$ cat src/rtl/fifo_level_buffer_if.sv
// Handshake and status bundle for fifo_level_buffer.
// The master drives requests; the slave is the buffer.
interface fifo_level_buffer_if #(
  parameter int WIDTH = 8,
  parameter int DEPTH = 4
);
  localparam int LW = $clog2(DEPTH) + 1;

  logic             wr_trigger;
  logic [WIDTH-1:0] wr_data;
  logic             wr_rdy;
  logic             wr_done;
  logic             rd_trigger;
  logic [WIDTH-1:0] rd_data;
  logic             rd_rdy;
  logic             rd_done;
  logic             is_empty;
  logic             is_full;
  logic             almost_empty;
  logic             almost_full;
  logic [LW-1:0]    level;
  logic             overflow;
  logic             underflow;

  modport master (
    output wr_trigger, wr_data, rd_trigger,
    input  wr_rdy, wr_done, rd_data, rd_rdy, rd_done,
    input  is_empty, is_full, almost_empty, almost_full,
    input  level, overflow, underflow
  );

  modport slave (
    input  wr_trigger, wr_data, rd_trigger,
    output wr_rdy, wr_done, rd_data, rd_rdy, rd_done,
    output is_empty, is_full, almost_empty, almost_full,
    output level, overflow, underflow
  );
endinterface

$ cat src/rtl/fifo_level_buffer.sv
// Level-tracking FIFO with registered read data,
// done pulses and sticky overflow/underflow flags.
module fifo_level_buffer #(
  parameter int WIDTH     = 8,
  parameter int DEPTH     = 4,
  parameter int AF_THRESH = DEPTH - 1,
  parameter int AE_THRESH = 1
) (
  input  logic clk,
  input  logic reset,
  input  logic clk_en,
  input  logic flush,
  input  logic err_clr,
  fifo_level_buffer_if.slave bus
);
  localparam int AW = $clog2(DEPTH);
  localparam int LW = AW + 1;
  localparam logic [LW-1:0] FULL_L = LW'(DEPTH);
  localparam logic [LW-1:0] AF_L   = LW'(AF_THRESH);
  localparam logic [LW-1:0] AE_L   = LW'(AE_THRESH);

  logic [WIDTH-1:0] mem [DEPTH];
  logic [AW-1:0]    head;
  logic [AW-1:0]    tail;
  logic [LW-1:0]    level;
  logic [WIDTH-1:0] rd_q;
  logic             wr_done_q;
  logic             rd_done_q;
  logic             ovf_q;
  logic             unf_q;

  logic empty;
  logic full;
  logic wr_rdy;
  logic rd_rdy;
  logic wr_acc;
  logic rd_acc;
  logic wr_err;
  logic rd_err;

  assign empty  = (level == '0);
  assign full   = (level == FULL_L);
  assign wr_rdy = !full || bus.rd_trigger;
  assign rd_rdy = !empty;

  assign wr_acc = clk_en && !flush && bus.wr_trigger && wr_rdy;
  assign rd_acc = clk_en && !flush && bus.rd_trigger && rd_rdy;
  assign wr_err = clk_en && bus.wr_trigger && !wr_rdy;
  assign rd_err = clk_en && bus.rd_trigger && !rd_rdy;

  // Array is left uninitialised; reset only clears the pointers.
  always_ff @(posedge clk) begin
    if (wr_acc) mem[tail] <= bus.wr_data;
  end

  always_ff @(posedge clk or negedge reset) begin
    if (!reset) begin
      head      <= '0;
      tail      <= '0;
      level     <= '0;
      rd_q      <= '0;
      wr_done_q <= 1'b0;
      rd_done_q <= 1'b0;
    end else if (clk_en) begin
      if (flush) begin
        head      <= '0;
        tail      <= '0;
        level     <= '0;
        wr_done_q <= 1'b0;
        rd_done_q <= 1'b0;
      end else begin
        wr_done_q <= wr_acc;
        rd_done_q <= rd_acc;
        if (wr_acc) tail <= tail + AW'(1);
        if (rd_acc) begin
          head <= head + AW'(1);
          rd_q <= mem[head];
        end
        unique case ({wr_acc, rd_acc})
          2'b10:   level <= level + LW'(1);
          2'b01:   level <= level - LW'(1);
          default: level <= level;
        endcase
      end
    end
  end

  // A fresh error outranks a clear in the same cycle.
  always_ff @(posedge clk or negedge reset) begin
    if (!reset) begin
      ovf_q <= 1'b0;
      unf_q <= 1'b0;
    end else if (clk_en) begin
      if (wr_err)       ovf_q <= 1'b1;
      else if (err_clr) ovf_q <= 1'b0;
      if (rd_err)       unf_q <= 1'b1;
      else if (err_clr) unf_q <= 1'b0;
    end
  end

  assign bus.wr_rdy       = wr_rdy;
  assign bus.rd_rdy       = rd_rdy;
  assign bus.wr_done      = wr_done_q;
  assign bus.rd_done      = rd_done_q;
  assign bus.rd_data      = rd_q;
  assign bus.level        = level;
  assign bus.is_empty     = empty;
  assign bus.is_full      = full;
  assign bus.almost_full  = (level >= AF_L);
  assign bus.almost_empty = (level <= AE_L);
  assign bus.overflow     = ovf_q;
  assign bus.underflow    = unf_q;
endmodule

$ cat src/flat_wrapper.sv
// flat-port wrapper written by rule: the top's interface ports become plain ports
module fifo_level_buffer_flat 
#(
  parameter int WIDTH     = 8,
  parameter int DEPTH     = 4,
  parameter int AF_THRESH = DEPTH - 1,
  parameter int AE_THRESH = 1
)
  (clk, reset, clk_en, flush, err_clr, bus_wr_trigger, bus_wr_data, bus_rd_trigger, bus_wr_rdy, bus_wr_done, bus_rd_data, bus_rd_rdy, bus_rd_done, bus_is_empty, bus_is_full, bus_almost_empty, bus_almost_full, bus_level, bus_overflow, bus_underflow);
  fifo_level_buffer_if #(.WIDTH(WIDTH), .DEPTH(DEPTH)) bus_i ();
  input  logic clk;
  input  logic reset;
  input  logic clk_en;
  input  logic flush;
  input  logic err_clr;
  input wire logic [$bits(bus_i.wr_trigger)-1:0] bus_wr_trigger;
  input wire logic [$bits(bus_i.wr_data)-1:0] bus_wr_data;
  input wire logic [$bits(bus_i.rd_trigger)-1:0] bus_rd_trigger;
  output wire logic [$bits(bus_i.wr_rdy)-1:0] bus_wr_rdy;
  output wire logic [$bits(bus_i.wr_done)-1:0] bus_wr_done;
  output wire logic [$bits(bus_i.rd_data)-1:0] bus_rd_data;
  output wire logic [$bits(bus_i.rd_rdy)-1:0] bus_rd_rdy;
  output wire logic [$bits(bus_i.rd_done)-1:0] bus_rd_done;
  output wire logic [$bits(bus_i.is_empty)-1:0] bus_is_empty;
  output wire logic [$bits(bus_i.is_full)-1:0] bus_is_full;
  output wire logic [$bits(bus_i.almost_empty)-1:0] bus_almost_empty;
  output wire logic [$bits(bus_i.almost_full)-1:0] bus_almost_full;
  output wire logic [$bits(bus_i.level)-1:0] bus_level;
  output wire logic [$bits(bus_i.overflow)-1:0] bus_overflow;
  output wire logic [$bits(bus_i.underflow)-1:0] bus_underflow;
  assign bus_i.wr_trigger = bus_wr_trigger;
  assign bus_i.wr_data = bus_wr_data;
  assign bus_i.rd_trigger = bus_rd_trigger;
  assign bus_wr_rdy = bus_i.wr_rdy;
  assign bus_wr_done = bus_i.wr_done;
  assign bus_rd_data = bus_i.rd_data;
  assign bus_rd_rdy = bus_i.rd_rdy;
  assign bus_rd_done = bus_i.rd_done;
  assign bus_is_empty = bus_i.is_empty;
  assign bus_is_full = bus_i.is_full;
  assign bus_almost_empty = bus_i.almost_empty;
  assign bus_almost_full = bus_i.almost_full;
  assign bus_level = bus_i.level;
  assign bus_overflow = bus_i.overflow;
  assign bus_underflow = bus_i.underflow;
  fifo_level_buffer #(.WIDTH(WIDTH), .DEPTH(DEPTH), .AF_THRESH(AF_THRESH), .AE_THRESH(AE_THRESH)) u_core (.clk(clk), .reset(reset), .clk_en(clk_en), .flush(flush), .err_clr(err_clr), .bus(bus_i));
endmodule
$ cat config.mk
export PLATFORM = sky130hd
export DESIGN_NAME = fifo_level_buffer_flat
export DESIGN_NICKNAME = d
export VERILOG_FILES = /design/src/rtl/fifo_level_buffer_if.sv /design/src/rtl/fifo_level_buffer.sv /design/src/flat_wrapper.sv
export SDC_FILE = /design/constraint.sdc
export NUM_CORES = 1
export LEC_CHECK = 0
export CORE_MARGIN = 3
export CORE_UTILIZATION = 57
export DETAILED_ROUTE_END_ITERATION = 8
export PLACE_DENSITY = 0.92
export SETUP_SLACK_MARGIN = 0.15
export SYNTH_ARGS = -nofsm -noshare
export SYNTH_HDL_FRONTEND = slang
export SYNTH_SLANG_ARGS = --single-unit
$ cat constraint.sdc
create_clock -name clk -period 2.6 [get_ports clk]
set_input_delay 0.52 -clock clk [delete_from_list [all_inputs] [get_ports clk]]
set_output_delay 0.52 -clock clk [all_outputs]
set_load 0.01 [all_outputs]
Yosys cells after proc, flatten, opt, wreduce, memory -nomap -nowiden
Memories as Yosys holds them, arrays and structs flattened. A register that Yosys moved wholly into a read port is not among the register bits.
Cells that the tools add are included.

word-level totals
  register bits after elaboration = 11
  latch bits = 0
  RAM bits = 32
  memory bits (read-only) = 0
  bits of input ports = 15
  output and inout bits = 21
  logic and storage cells = 58
  memories kept = 1

cells by class
  $add $sub $neg = 4
  multipliers = 0
  divide/modulo/power cells = 0
  $lt $le $gt $ge = 2
  equality and inequality tests = 3
  shift operators = 0
  muxes and demuxes = 13
  bitwise gates (word level) = 1
  reduce and logical (&&, ||, !) cells = 27

memory list
  memory      depth  width  read ports  clocked after memory_dff  write ports  line                     source
  u_core.mem  4      8      1           1                         1            fifo_level_buffer.sv:22  logic [WIDTH-1:0] mem [DEPTH];

operators by type and width
  operator                                                                              count
  2-bit AND reduction                                                                   5
  1-bit logical AND                                                                     9
  2-bit 2-to-1 mux                                                                      4
  2-bit nonzero test                                                                    4
  1-bit 2-to-1 mux                                                                      7
  3-bit one-hot mux with 2 select lines                                                 1
  1-bit logical NOT                                                                     5
  2-bit by 1-bit adder with 2-bit output (second input constant)                        2
  3-bit by 1-bit adder with 3-bit output (second input constant)                        1
  3-bit equality test (second input constant)                                           1
  3-bit by 2-bit greater-or-equal comparator with 1-bit output (second input constant)  1
  3-bit by 1-bit less-or-equal comparator with 1-bit output (second input constant)     1
  3-bit logical NOT                                                                     1
  3-bit 2-to-1 mux                                                                      1
  3-bit AND reduction                                                                   1
  3-bit nonzero test                                                                    1
  3-bit by 1-bit subtractor with 3-bit output (second input constant)                   1
  2-bit by 1-bit equality test with 1-bit output (second input constant)                1
  2-bit equality test (second input constant)                                           1
  1-bit logical OR                                                                      1
  1-bit inverter                                                                        1

Logic depth before layout (Yosys ltp)
Gate-level depths: netlist (run 1).

  word-level depth = 7
  gate-level depth with buffers = 7
  gate-level depth less buffers = 6

Least setup slack after synthesis (run 1)
OpenSTA, ideal clock, no wires.

  kind = register to register
  start = register u_core.level[0], in the netlist u_core.bus.level[0]
  end = memory u_core.mem[0][0] (enable)
  setup time = 0.332 ns
  arrival time = 1.543 ns
  required time = 2.268 ns
  setup slack = 0.725 ns
  cell stages (with the launch flop) = 7
  path buffers = 1
  clock period less this slack = 1.875 ns
  path through = dfrtp_1 > inv_1 > ha_1 > nand3b_1 > and3_1 > buf_6 > and2_1

on the way
  longest elaborated chain between the ends = 6

ends and longest elaborated chain
  element                                 line                     source
  start: declaration                      fifo_level_buffer.sv:25  logic [LW-1:0] level;
  start signal: assignment                fifo_level_buffer.sv:80  2'b10: level <= level + LW'(1);
  start signal: assignment                fifo_level_buffer.sv:81  2'b01: level <= level - LW'(1);
  start signal: assignment                fifo_level_buffer.sv:82  default: level <= level;
  3-bit equality test                     fifo_level_buffer.sv:42  assign full = (level == FULL_L);
  1-bit logical NOT                       fifo_level_buffer.sv:43  assign wr_rdy = !full || bus.rd_trigger;
  1-bit logical OR                        fifo_level_buffer.sv:43
  via bus_wr_rdy                          flat_wrapper.sv:19       output wire logic [$bits(bus_i.wr_rdy)-1:0] bus_wr_rdy;
  1-bit logical AND                       fifo_level_buffer.sv:46  assign wr_acc = clk_en && !flush && bus.wr_trigger && wr_rdy;
  1-bit 2-to-1 mux                        fifo_level_buffer.sv:53  if (wr_acc) mem[tail] <= bus.wr_data;
  1-bit 2-to-1 mux (not written as such)  fifo_level_buffer.sv:53
  end: declaration                        fifo_level_buffer.sv:22

The timed path passes the listed nets, and every way through them passes these cells.

Worst setup path in the final report (run 1)
  start = register u_core.level[1], in the netlist u_core.bus.level[1]
  end = output bus_almost_empty

on the way
  longest elaborated chain between the ends = 1

ends and longest elaborated chain
  element                                                    line                      source
  3-bit by 1-bit less-or-equal comparator with 1-bit output  fifo_level_buffer.sv:110  assign bus.almost_empty = (level <= AE_L);
  end: declaration                                           flat_wrapper.sv:26        output wire logic [$bits(bus_i.almost_empty)-1:0] bus_almost_empty;

No other way between the ends.

==> results of run 1 <==
[per-stage QoR]
step	power [mW]	util (%)	cell area (um^2)	hold slack, ps
2_1_floorplan	1.70	-	2240	224
5_1_grt	2.83	74.2	2760	533
4_1_cts	2.63	73.5	2730	513
3_3_place_gp	2.08	70.6	2620	470
6_report	2.68	74.2	2760	510
3_5_place_dp	2.14	70.6	2620	492
[cells in the mapped netlist, drive strengths merged]
cell and n:
o211a 1, buf 5, and2b 1, mux2i 2, and3 1, nor2b 2
nand3b 1, a31oi 1, o2bb2ai 2, o311ai 1, a221oi 2, nand4b 1
a21oi 4, nor2 6, a21o 1, mux4 8, nand2b 1, edfxtp 32
ha 9, a22o 1, dfrtp 19, a32o 1, nand2 6, mux2 9
inv 9, clkbuf 1, and2 5, o21ai 6, xnor2 1, nand3 3
[per-layer routing]
layer	up-vias	routed length [um]
li1	609	-
met1	705	1810
met2	51	2550
met3	10	252
met4	0	100
met5	-	0
[critical path: stages, from the launching register on]
cell,delay [ps]
dfrtp_1,430
inv_2,110
buf_4,140
ha_1,140
a21oi_1,40
nor2_1,80
clkdlybuf4s50_1,550
[final timing paths]
check,startpoint,cells after the start,to
worst max-delay path,u_core.bus.level[1]$_DFFE_PN0P_,6,bus_almost_empty
worst min-delay path,u_core.bus.overflow$_DFFE_PN0P_,2,u_core.bus.overflow$_DFFE_PN0P_
worst max register to register,u_core.bus.level[0]$_DFFE_PN0P_,5,u_core.mem[1][5]$_DFFE_PP_
worst min register to register,u_core.bus.overflow$_DFFE_PN0P_,2,u_core.bus.overflow$_DFFE_PN0P_
max in group asynchronous,reset,2,u_core.bus.level[2]$_DFFE_PN0P_
min in group asynchronous,reset,2,u_core.bus.rd_data[1]$_DFFE_PN0P_
[area by class of cell]
cell class | instances | area [um^2] | share of cell area, %
Tap cell | 48 | 60.1 | 2.18
Inverter | 9 | 33.8 | 1.22
Timing Repair Buffer | 42 | 405 | 14.7
Sequential cell | 51 | 1440 | 52.1
Clock inverter | 3 | 25.0 | 0.907
Clock buffer | 5 | 68.8 | 2.49
Multi-Input combinational cell | 76 | 728 | 26.4
[sequential cells by signal, summed over array words and instances, names as in the netlist]
signal                count
u_core.bus.rd_done        1
u_core.bus.overflow       1
u_core.tail               2
u_core.head               2
u_core.bus.rd_data        8
u_core.bus.level          3
u_core.bus.underflow      1
u_core.mem               32
u_core.bus.wr_done        1
[where the power goes]
part	switching, mW	internal (mW)
registers	0.155	0.992
clock network	0.269	0.193
logic	0.452	0.615
[repair_timing]
action	4_1_cts	5_1_grt
gates resized for setup	5	2
pin swaps	0	0
gates cloned	0	0
hold endpoints to repair	0	0
buffers inserted	0	3
endpoints found under the setup margin	2	2
[layout by cell type (no fill, tap or decap), types with 4 or more instances in the layout]
| cell type | count |
|---|---|
| o21ai_0 | 4 |
| dfrtp_1 | 18 |
| ha_1 | 8 |
| edfxtp_1 | 32 |
| a21oi_1 | 4 |
| mux2_2 | 9 |
| nor2_1 | 6 |
| clkbuf_8 | 5 |
| inv_1 | 7 |
| and2_1 | 5 |
| mux4_2 | 8 |
| nand2_1 | 6 |
| buf_4 | 7 |
| clkdlybuf4s50_1 | 34 |
[logic make-up (layout without fill, tap and decap cells)]
| logic type | Yosys count | in the layout | synth area share (%) |
|---|---|---|---|
| fa+ha+maj | 9 | 9 | 5.04 |
| simple gates | 27 | 27 | 6.60 |
| flops | 51 | 51 | 64.2 |
| compound gates | 20 | 20 | 6.38 |
| mux | 19 | 19 | 13.5 |
| buf+inv | 15 | 59 | 3.86 |
| xor+xnor | 1 | 1 | 0.392 |
==> Flow_metrics.wiki, run 1 <==
{| class="wikitable"
! Metric !! Value
|-
| Total wire length || ~4700 um
|-
| Portion of synthesized cell area occupied by the leading cell type || 43.0%
|-
| CP startpoint kind || register
|-
| Grt met3 use || 5.19%
|-
| Layout overhead on the synthesized area || 23.4%
|-
| Synthesis-stage register bit count || 51
|-
| Effective utilization at floorplan || 60.2%
|-
| Met1 usage || approximately a quarter
|-
| Dominant cells by area after synthesis || edfxtp_1 (43%), dfrtp_1 (21%), mux4_2 (8.1%)
|-
| Routability congestion estimate || 1.00
|-
| Critical Path RT || about 2100 ps
|-
| Initial antenna violation count || 0
|-
| Core Box Area || about 0.0037 mm^2
|-
| Largest clock skew in the final design || about 5.3 ps
|-
| Worst-case clock buffer depth || 2
|-
| Half-perimeter wire length after placement || roughly 3200 um
|-
| Leakage || roughly 1.1 nW
|-
| Total gr overflow || 0
|-
| TritonCTS clock tree || built
|-
| Total routing resource utilization after global routing || around 22%
|-
| Headroom to the max-slew limit || 57.4%
|-
| Setup repair after global routing missed its margin || no
|-
| Post-layout instance count excluding filler cells || roughly 230
|-
| # DRC || 0
|-
| Die extent in x || a little under 70 um
|-
| Max IR drop VDD || 0.000467 V
|-
| Placement-stage worst setup slack || between 200 and 250 ps
|-
| Starting DRT DRC Count || around 150
|-
| Result of the run || finished clean
|-
| Number of CTS-inserted buffers || 5
|-
| ANT cells || 0
|-
| Level count of the clock H-tree || 2
|-
| Via count of the first global-routing pass || approximately 1,400
|-
| Nets in the synthesized netlist || between 150 and 200
|-
| Root cell of the clock tree || clkbuf_8
|-
| Largest net degree at the start of global routing || 20
|-
| Sequential element share of the synthesized area || between 60% and 70%
|-
| Total instance count after detailed placement || around 220
|-
| Via-to-Cell Ratio || slightly below 6
|-
| Ratio of total power to cell area || just under 1000 mW/mm^2
|-
| Path type of the worst setup path || reg2out
|-
| Clock Latency Late Sink || 310 ps
|-
| Netlist Area Pre-Place || between 0.002 and 0.0025 mm^2
|-
| Avg Inst Size Synth || approximately 16 um^2
|-
| Setup Viol. Count Final || 0
|-
| Instance count of the mapped netlist || roughly 140
|-
| Fmax || roughly 430 MHz
|-
| Clock sink total || a little over 50
|-
| Total Neg Setup Slack || 0 ps
|-
| Cell variety after synth || 34
|-
| WL/cell || 20.1 um
|-
| Routed vias || between 1,000 and 1,500
|-
| R2R Setup Slk || between 600 and 700 ps
|-
| Global-route wire length before repair || 7000 um
|-
| Antenna-violating nets left || 0
|-
| Area leader, netlist || edfxtp_1
|-
| Number of buffer cells added on primary ports || 35
|-
| Global routing met2 resource utilization || a little over a third
|-
| Kind of end point of the critical path || output pin
|-
| Area enclosed by the die boundary || approximately 0.0047 mm^2
|-
| DR pass1 iterations || 5
|-
| Fraction of layout cells with a size suffix above 1 || between 20% and 30%
|-
| Number of buffers inserted for hold repair after clock tree synthesis || 0
|-
| Number of top-level pins || 36
|-
| Clock Pin Slew Worst Setup and Hold Paths || approximately 90 ps
|-
| Fin crit period || ~2300 ps
|-
| Yosys Warn Count || 0
|-
| Hold crit path type || reg2reg
|-
| Number of failing hold endpoints at the final stage || 0
|-
| Largest fanout of any net on the critical path || 4
|-
| Height of the chip || 68.6 um
|-
| Data arrival time of the worst path || about 1800 ps
|-
| Fill cell count || around 220
|-
| Pins Over Slew Limit || 0
|-
| Tightest Pin Transition || 639 ps
|-
| Final worst slack || 280 ps
|-
| Max Cap Viol || 0
|-
| Peak-usage layer in the global routing report || met2
|-
| Final net count || 209
|-
| Row cnt || 22
|-
| Final worst-path cycle share || roughly nine tenths
|}
No activity file was read; power rests on OpenSTA's default activity.
==> inputs of run 2 (changes only) <==
--- a/config.mk
+++ b/config.mk
@@ -7,6 +7,7 @@
 export LEC_CHECK = 0
 export CORE_MARGIN = 3
 export CORE_UTILIZATION = 57
+export CTS_CLUSTER_DIAMETER = 50
 export DETAILED_ROUTE_END_ITERATION = 8
 export PLACE_DENSITY = 0.92
 export SETUP_SLACK_MARGIN = 0.15
==> results of run 2 <==
Same layout as run 1: the final DEF is identical, and so are final timing and power.
